<file path="src/rtl/div_request_sequencer.sv">
// div_request_sequencer: operand FIFO, single-issue sequencer and result slot
// in front of the 10-bit by 5-bit restoring divider.
// Optional watchdog: define DIV_TIMEOUT_EN to abort a WAIT that lasts TIMEOUT cycles.
module div_request_sequencer #(
  parameter int unsigned FIFO_DEPTH = 4,
  parameter int unsigned TIMEOUT    = 64
) (
  input  logic       clk,
  input  logic       rst,
  input  logic       in_valid,
  output logic       in_ready,
  input  logic [9:0] in_w,
  input  logic [4:0] in_d,
  output logic [9:0] div_w,
  output logic [4:0] div_d,
  output logic       div_start,
  input  logic       div_done,
  input  logic [4:0] div_quo,
  input  logic [5:0] div_rem,
  input  logic       div_ov,
  input  logic       div_dbz,
  output logic       res_valid,
  input  logic       res_ready,
  output logic [4:0] res_quo,
  output logic [5:0] res_rem,
  output logic       res_ov,
  output logic       res_dbz,
  output logic       res_err,
  output logic       busy,
  output logic [7:0] done_cnt
);

  localparam int unsigned PtrW = (FIFO_DEPTH > 1) ? $clog2(FIFO_DEPTH) : 1;
  localparam int unsigned CntW = PtrW + 1;
  localparam logic [CntW-1:0] FullCnt = CntW'(FIFO_DEPTH);

  typedef enum logic [1:0] {StIdle, StIssue, StWait} state_e;

  state_e state_q, state_d;

  logic [14:0]     mem_q [FIFO_DEPTH];
  logic [PtrW-1:0] wr_ptr_q, rd_ptr_q;
  logic [CntW-1:0] cnt_q, cnt_d;
  logic            in_ready_q;

  logic [9:0] div_w_q;
  logic [4:0] div_d_q;

  logic       res_valid_q;
  logic [4:0] res_quo_q;
  logic [5:0] res_rem_q;
  logic       res_ov_q, res_dbz_q;
  logic [7:0] done_cnt_q;

  logic push, pop, accept, capture, abort;

  assign push    = in_valid && in_ready_q;
  assign accept  = res_valid_q && res_ready;
  assign capture = (state_q == StWait) && div_done;

`ifdef DIV_TIMEOUT_EN
  localparam int unsigned TmoW = $clog2(TIMEOUT + 1);

  logic [TmoW-1:0] tmo_q;
  logic            res_err_q;

  // WAIT-cycle counter; cleared while issuing so every WAIT starts from zero.
  always_ff @(posedge clk) begin
    if (rst) begin
      tmo_q <= '0;
    end else if (state_q == StIssue) begin
      tmo_q <= '0;
    end else if (state_q == StWait) begin
      tmo_q <= tmo_q + TmoW'(1);
    end
  end

  // A done on the final WAIT cycle wins over the watchdog.
  assign abort = (state_q == StWait) && !div_done && (tmo_q == TmoW'(TIMEOUT - 1));

  // Error flag travels with the slot contents.
  always_ff @(posedge clk) begin
    if (rst) begin
      res_err_q <= 1'b0;
    end else if (capture) begin
      res_err_q <= 1'b0;
    end else if (abort) begin
      res_err_q <= 1'b1;
    end
  end

  assign res_err = res_err_q;
`else
  assign abort   = 1'b0;
  assign res_err = 1'b0;
`endif

  // FIFO occupancy next-state.
  always_comb begin
    cnt_d = cnt_q;
    unique case ({push, pop})
      2'b10:   cnt_d = cnt_q + CntW'(1);
      2'b01:   cnt_d = cnt_q - CntW'(1);
      default: cnt_d = cnt_q;
    endcase
  end

  // FIFO pointers, count and registered ready.
  always_ff @(posedge clk) begin
    if (rst) begin
      wr_ptr_q   <= '0;
      rd_ptr_q   <= '0;
      cnt_q      <= '0;
      in_ready_q <= 1'b1;
    end else begin
      if (push) wr_ptr_q <= wr_ptr_q + PtrW'(1);
      if (pop)  rd_ptr_q <= rd_ptr_q + PtrW'(1);
      cnt_q      <= cnt_d;
      in_ready_q <= (cnt_d != FullCnt);
    end
  end

  // FIFO storage; contents are don't-care once the pointers reset.
  always_ff @(posedge clk) begin
    if (push) mem_q[wr_ptr_q] <= {in_w, in_d};
  end

  // FSM state register.
  always_ff @(posedge clk) begin
    if (rst) state_q <= StIdle;
    else     state_q <= state_d;
  end

  // FSM next-state.
  always_comb begin
    state_d = state_q;
    unique case (state_q)
      StIdle:  if (pop) state_d = StIssue;
      StIssue: state_d = StWait;
      StWait:  if (capture || abort) state_d = StIdle;
      default: state_d = StIdle;
    endcase
  end

  // FSM outputs: pop only when the slot is free or draining this cycle.
  always_comb begin
    pop       = (state_q == StIdle) && (cnt_q != '0) && (!res_valid_q || res_ready);
    div_start = (state_q == StIssue);
    busy      = (state_q != StIdle) || (cnt_q != '0);
  end

  // Operand hold register, stable from ISSUE through WAIT.
  always_ff @(posedge clk) begin
    if (rst) begin
      div_w_q <= '0;
      div_d_q <= '0;
    end else if (pop) begin
      {div_w_q, div_d_q} <= mem_q[rd_ptr_q];
    end
  end

  // Result slot and accepted-result counter; a capture overrides a same-cycle accept.
  always_ff @(posedge clk) begin
    if (rst) begin
      res_valid_q <= 1'b0;
      res_quo_q   <= '0;
      res_rem_q   <= '0;
      res_ov_q    <= 1'b0;
      res_dbz_q   <= 1'b0;
      done_cnt_q  <= '0;
    end else begin
      if (capture) begin
        res_valid_q <= 1'b1;
        res_quo_q   <= div_quo;
        res_rem_q   <= div_rem;
        res_ov_q    <= div_ov;
        res_dbz_q   <= div_dbz;
      end else if (abort) begin
        res_valid_q <= 1'b1;
        res_quo_q   <= '0;
        res_rem_q   <= '0;
        res_ov_q    <= 1'b0;
        res_dbz_q   <= 1'b0;
      end else if (accept) begin
        res_valid_q <= 1'b0;
      end
      if (accept) done_cnt_q <= done_cnt_q + 8'd1;
    end
  end

  assign in_ready  = in_ready_q;
  assign div_w     = div_w_q;
  assign div_d     = div_d_q;
  assign res_valid = res_valid_q;
  assign res_quo   = res_quo_q;
  assign res_rem   = res_rem_q;
  assign res_ov    = res_ov_q;
  assign res_dbz   = res_dbz_q;
  assign done_cnt  = done_cnt_q;

endmodule

</file>
<file path="config.mk">
export PLATFORM = sky130hd
export DESIGN_NAME = div_request_sequencer
export DESIGN_NICKNAME = d
export VERILOG_FILES = /design/src/rtl/div_request_sequencer.sv
export SDC_FILE = /design/constraint.sdc
export NUM_CORES = 1
export LEC_CHECK = 0
export ABC_CLOCK_PERIOD_IN_PS = 7300
export BUFFER_PORTS_ARGS = -buffer_cell sky130_fd_sc_hd__buf_2
export CAP_MARGIN = 10
export CORE_ASPECT_RATIO = 1.25
export CORE_MARGIN = 4
export CORE_UTILIZATION = 28
export DETAILED_ROUTE_END_ITERATION = 8
export PLACE_DENSITY = 0.43
export RECOVER_POWER = 50
export SLEW_MARGIN = 20
export SYNTH_ARGS = -nofsm -noshare
export SYNTH_HDL_FRONTEND = slang
export SYNTH_SLANG_ARGS = --single-unit
</file>
<file path="constraint.sdc">
create_clock -name clk -period 7.3 [get_ports clk]
set_clock_uncertainty 0.05 [all_clocks]
set_input_delay 1.825 -clock clk [delete_from_list [all_inputs] [get_ports clk]]
set_output_delay 1.825 -clock clk [all_outputs]
set_load 0.02 [all_outputs]
</file>
==> results by group <==
Power
  – VDD IR max: 121 uV
  – Design Power: 1.81 mW
  – Pleak: ~1.7 nW
  – Pwr Density: 368 nW/um^2

Route
  – Vias: 2,515
  – Routed wire per std cell: 16.1 microns
  – 1st-iter DRT viols: 121
  – Residual DRC: 0
  – Routed WL: 8810 microns
  – Vias per cell: about 4.6
  – DRT antenna net count: 0
  – Initial DRT Pass Iterations: 4

CTS
  – Post-CTS resize count: 0
  – CTS clk-pin slew, worst paths: 0.07 ns
  – Setup Buffers After CTS: 0
  – Worst-Skew Late Latency: about 0.34 ns
  – Clk buf depth: 2
  – Hold buffers post-CTS: 0
  – CTS tree: yes
  – H-tree lvl count: 3
  – CTS Buf Count: 9
  – Clock Tree Root: clkbuf_16
  – CTS Sinks: between 100 and 150

Placed design
  – Placed Instances: 531
  – Port bufs: 72
  – Placement-stage cell area: 4670 sq um
  – Final Wtd Congestion: 0.747
  – DP HPWL: 5650 microns
  – Place WS: 3.17 ns

Setup path
  – Critical Path Start: res_ready
  – CP Launch Type: input port
  – Critical path type: in2reg
  – CP peak stage delay: about 0.37 ns
  – CP max-delay cell: fa_1
  – WP data required: between 7 and 8 ns
  – Worst-path maximum fanout: 16
  – Worst Setup End Kind: flop
  – CP Cell Sequence: buf_2, nor2b_2, nor3_2, buf_4, ha_1, inv_1, fa_1, xor2_1, or3_1, a211o_1
  – Arrival @ worst endpoint: 3.93 ns
  – R2R cell count: 9
  – Reg2Reg Launch Point: state_q[1]$_SDFFE_PP0P_

Run status
  – Outcome: finished, violations left
  – Failing checks: capacitance limit, slew limit

STA
  – Post-layout min period: 3.75 ns
  – Setup ws final: roughly 3.5 ns
  – Setup TNS: 0 ns
  – Final setup vio count: 0
  – Max Slew Vio Count: 50
  – Worst-Margin Slew: 2.06 ns
  – Fin crit share: between 50% and 60%
  – Max Clk Rate: 267 MHz
  – Max-Slew Margin vs Limit: -37.2%
  – Hold slack: 0.406 ns
  – RSZ-0062 raised after global routing: no
  – Hold Fails Final Rpt: 0

Finish
  – Share of layout cells above drive strength 1: a little over a fifth
  – Layout fillers: about 1,500
  – Layout area overhead: 18.5%
  – # nets final: 404
  – Final Util: 34.1%
  – Final Non-Filler Cells: 547
  – ANT cells: 0
  – Fin area: 4930 sq um

Run
  – Max-Cap Viols: 1

Yosys
  – Largest area contributor in the netlist: edfxtp_1
  – Unique masters post-synth: 41
  – Mapped Nets: approximately 330
  – Ys flop type: edfxtp_1
  – Synth Warn #: 0
  – Cells after Synth: between 200 and 300
  – Most common cell in the netlist: edfxtp_1
  – Post-synthesis sequential area ratio: 65.9%
  – Top-area cell type share of the netlist area: 43.3%
  – Synth top cells by count: edfxtp_1, dfxtp_1, nand2_1
  – Post-synthesis cell area: 4160 sq um
  – Synth async-reset ratio: 0%
  – Post-synth EDFFs: 60
  – Mean Syn Cell Area: about 14 sq um
  – Number of synthesized register bits: 107
  – Top cells by area, synth: edfxtp_1, dfxtp_1, mux4_2

Floorplanning
  – Die height: between 100 and 150 microns
  – Initial Util: 28.8%
  – DIE WIDTH: 117 microns
  – Core box area: between 10,000 and 15,000 sq um
  – Die area: 16,900 sq um
  – FP Rows: between 40 and 50
  – IO Pins: 74

Global routing
  – Wire length of the first global-routing pass: 13,600 microns
  – Overall Global Routing Usage: 10.9%
  – Number of antenna violations at the first check in global routing: 0
  – Vias in the first global route: about 2,500
  – Pin count of the biggest net entering global routing: 50
  – Grt ovf: 0

Hold path
  – Worst hold path stage count: 2
  – Hold path start: res_rem[3]$_SDFFE_PP0P_
  – Hold crit path type: reg2reg
[layout by cell type (no fill, tap or decap), types with 2 or more instances in the layout]
master	count
edfxtp_1	60
dfxtp_1	47
buf_2	38
clkbuf_1	35
nand2_1	33
a21oi_1	22
nand2b_1	16
mux4_2	15
o2bb2ai_1	14
nor2_1	10
clkbuf_16	9
inv_1	6
ha_1	6
nor2b_1	5
and3_1	4
nand3_1	4
xor2_1	4
o21ai_0	3
or3_1	3
o31ai_1	3
or4_1	3
nand4_1	2
mux2_2	2
inv_6	2
clkinv_4	2
buf_4	2
[kinds of logic after synthesis]
kind of cell	Yosys count	share of synthesized area, %
compound gates	44	7.07
xor+xnor	5	1.05
fa+ha+maj	7	2.28
buf+inv	20	2.65
flops	107	65.9
mux	18	8.90
other cells	1	0.0901
simple gates	91	12.1
[state kept, by name (all words and copies together) (netlist names)]
register   flops
res_dbz        1
cnt_q          3
res_valid      1
res_quo        5
wr_ptr_q       2
done_cnt       8
res_ov         1
div_w         10
rd_ptr_q       2
div_d          5
res_rem        6
mem_q         60
in_ready       1
state_q        2
[routing by layer]
| metal | part of all wire, % | up-vias | GRT usage (%) |
|---|---|---|---|
| li1 | - | 1220 | - |
| met1 | 41 | 1222 | 12.3 |
| met2 | 52 | 63 | 19.2 |
| met3 | 5.2 | 10 | 2.89 |
| met4 | 1.7 | 0 | 4.53 |
| met5 | 0 | - | 0 |
[critical path: cells and delay by family]
family | cells | cell delay [ns]
and+or+nand+nor | 3 | 0.58
buffers and inverters | 3 | 0.47
adders and majority gates | 2 | 0.59
xor gates and xnor gates | 1 | 0.16
AOI/OAI and AO/OA | 1 | 0.30
[final timing paths]
check / endpoint / slack [ns]
min reg2reg: res_rem[3]$_SDFFE_PP0P_ / 0.41
min: res_rem[3]$_SDFFE_PP0P_ / 0.41
max reg2reg: in_ready$_SDFF_PP1_ / 4.64
max: in_ready$_SDFF_PP1_ / 3.55
[report_power, final]
group	leakage, nW	total (mW)	internal (mW)	switching (mW)
combinational	0.599	0.507	0.209	0.297
sequential	0.934	0.812	0.745	0.0676
clock	0.144	0.494	0.270	0.224
[cell type report]
class                   count  area (sq um)  area share (%)
flip-flops and latches    107          2740            55.6
repair buffers             74           333            6.75
clock buffers              10           229            4.64
multi-input cells         166          1310            26.5
clock inverters             6          72.6            1.47
well taps                 178           223            4.52
inverters                   6          22.5           0.457
Power figures use the tool's default switching activity.
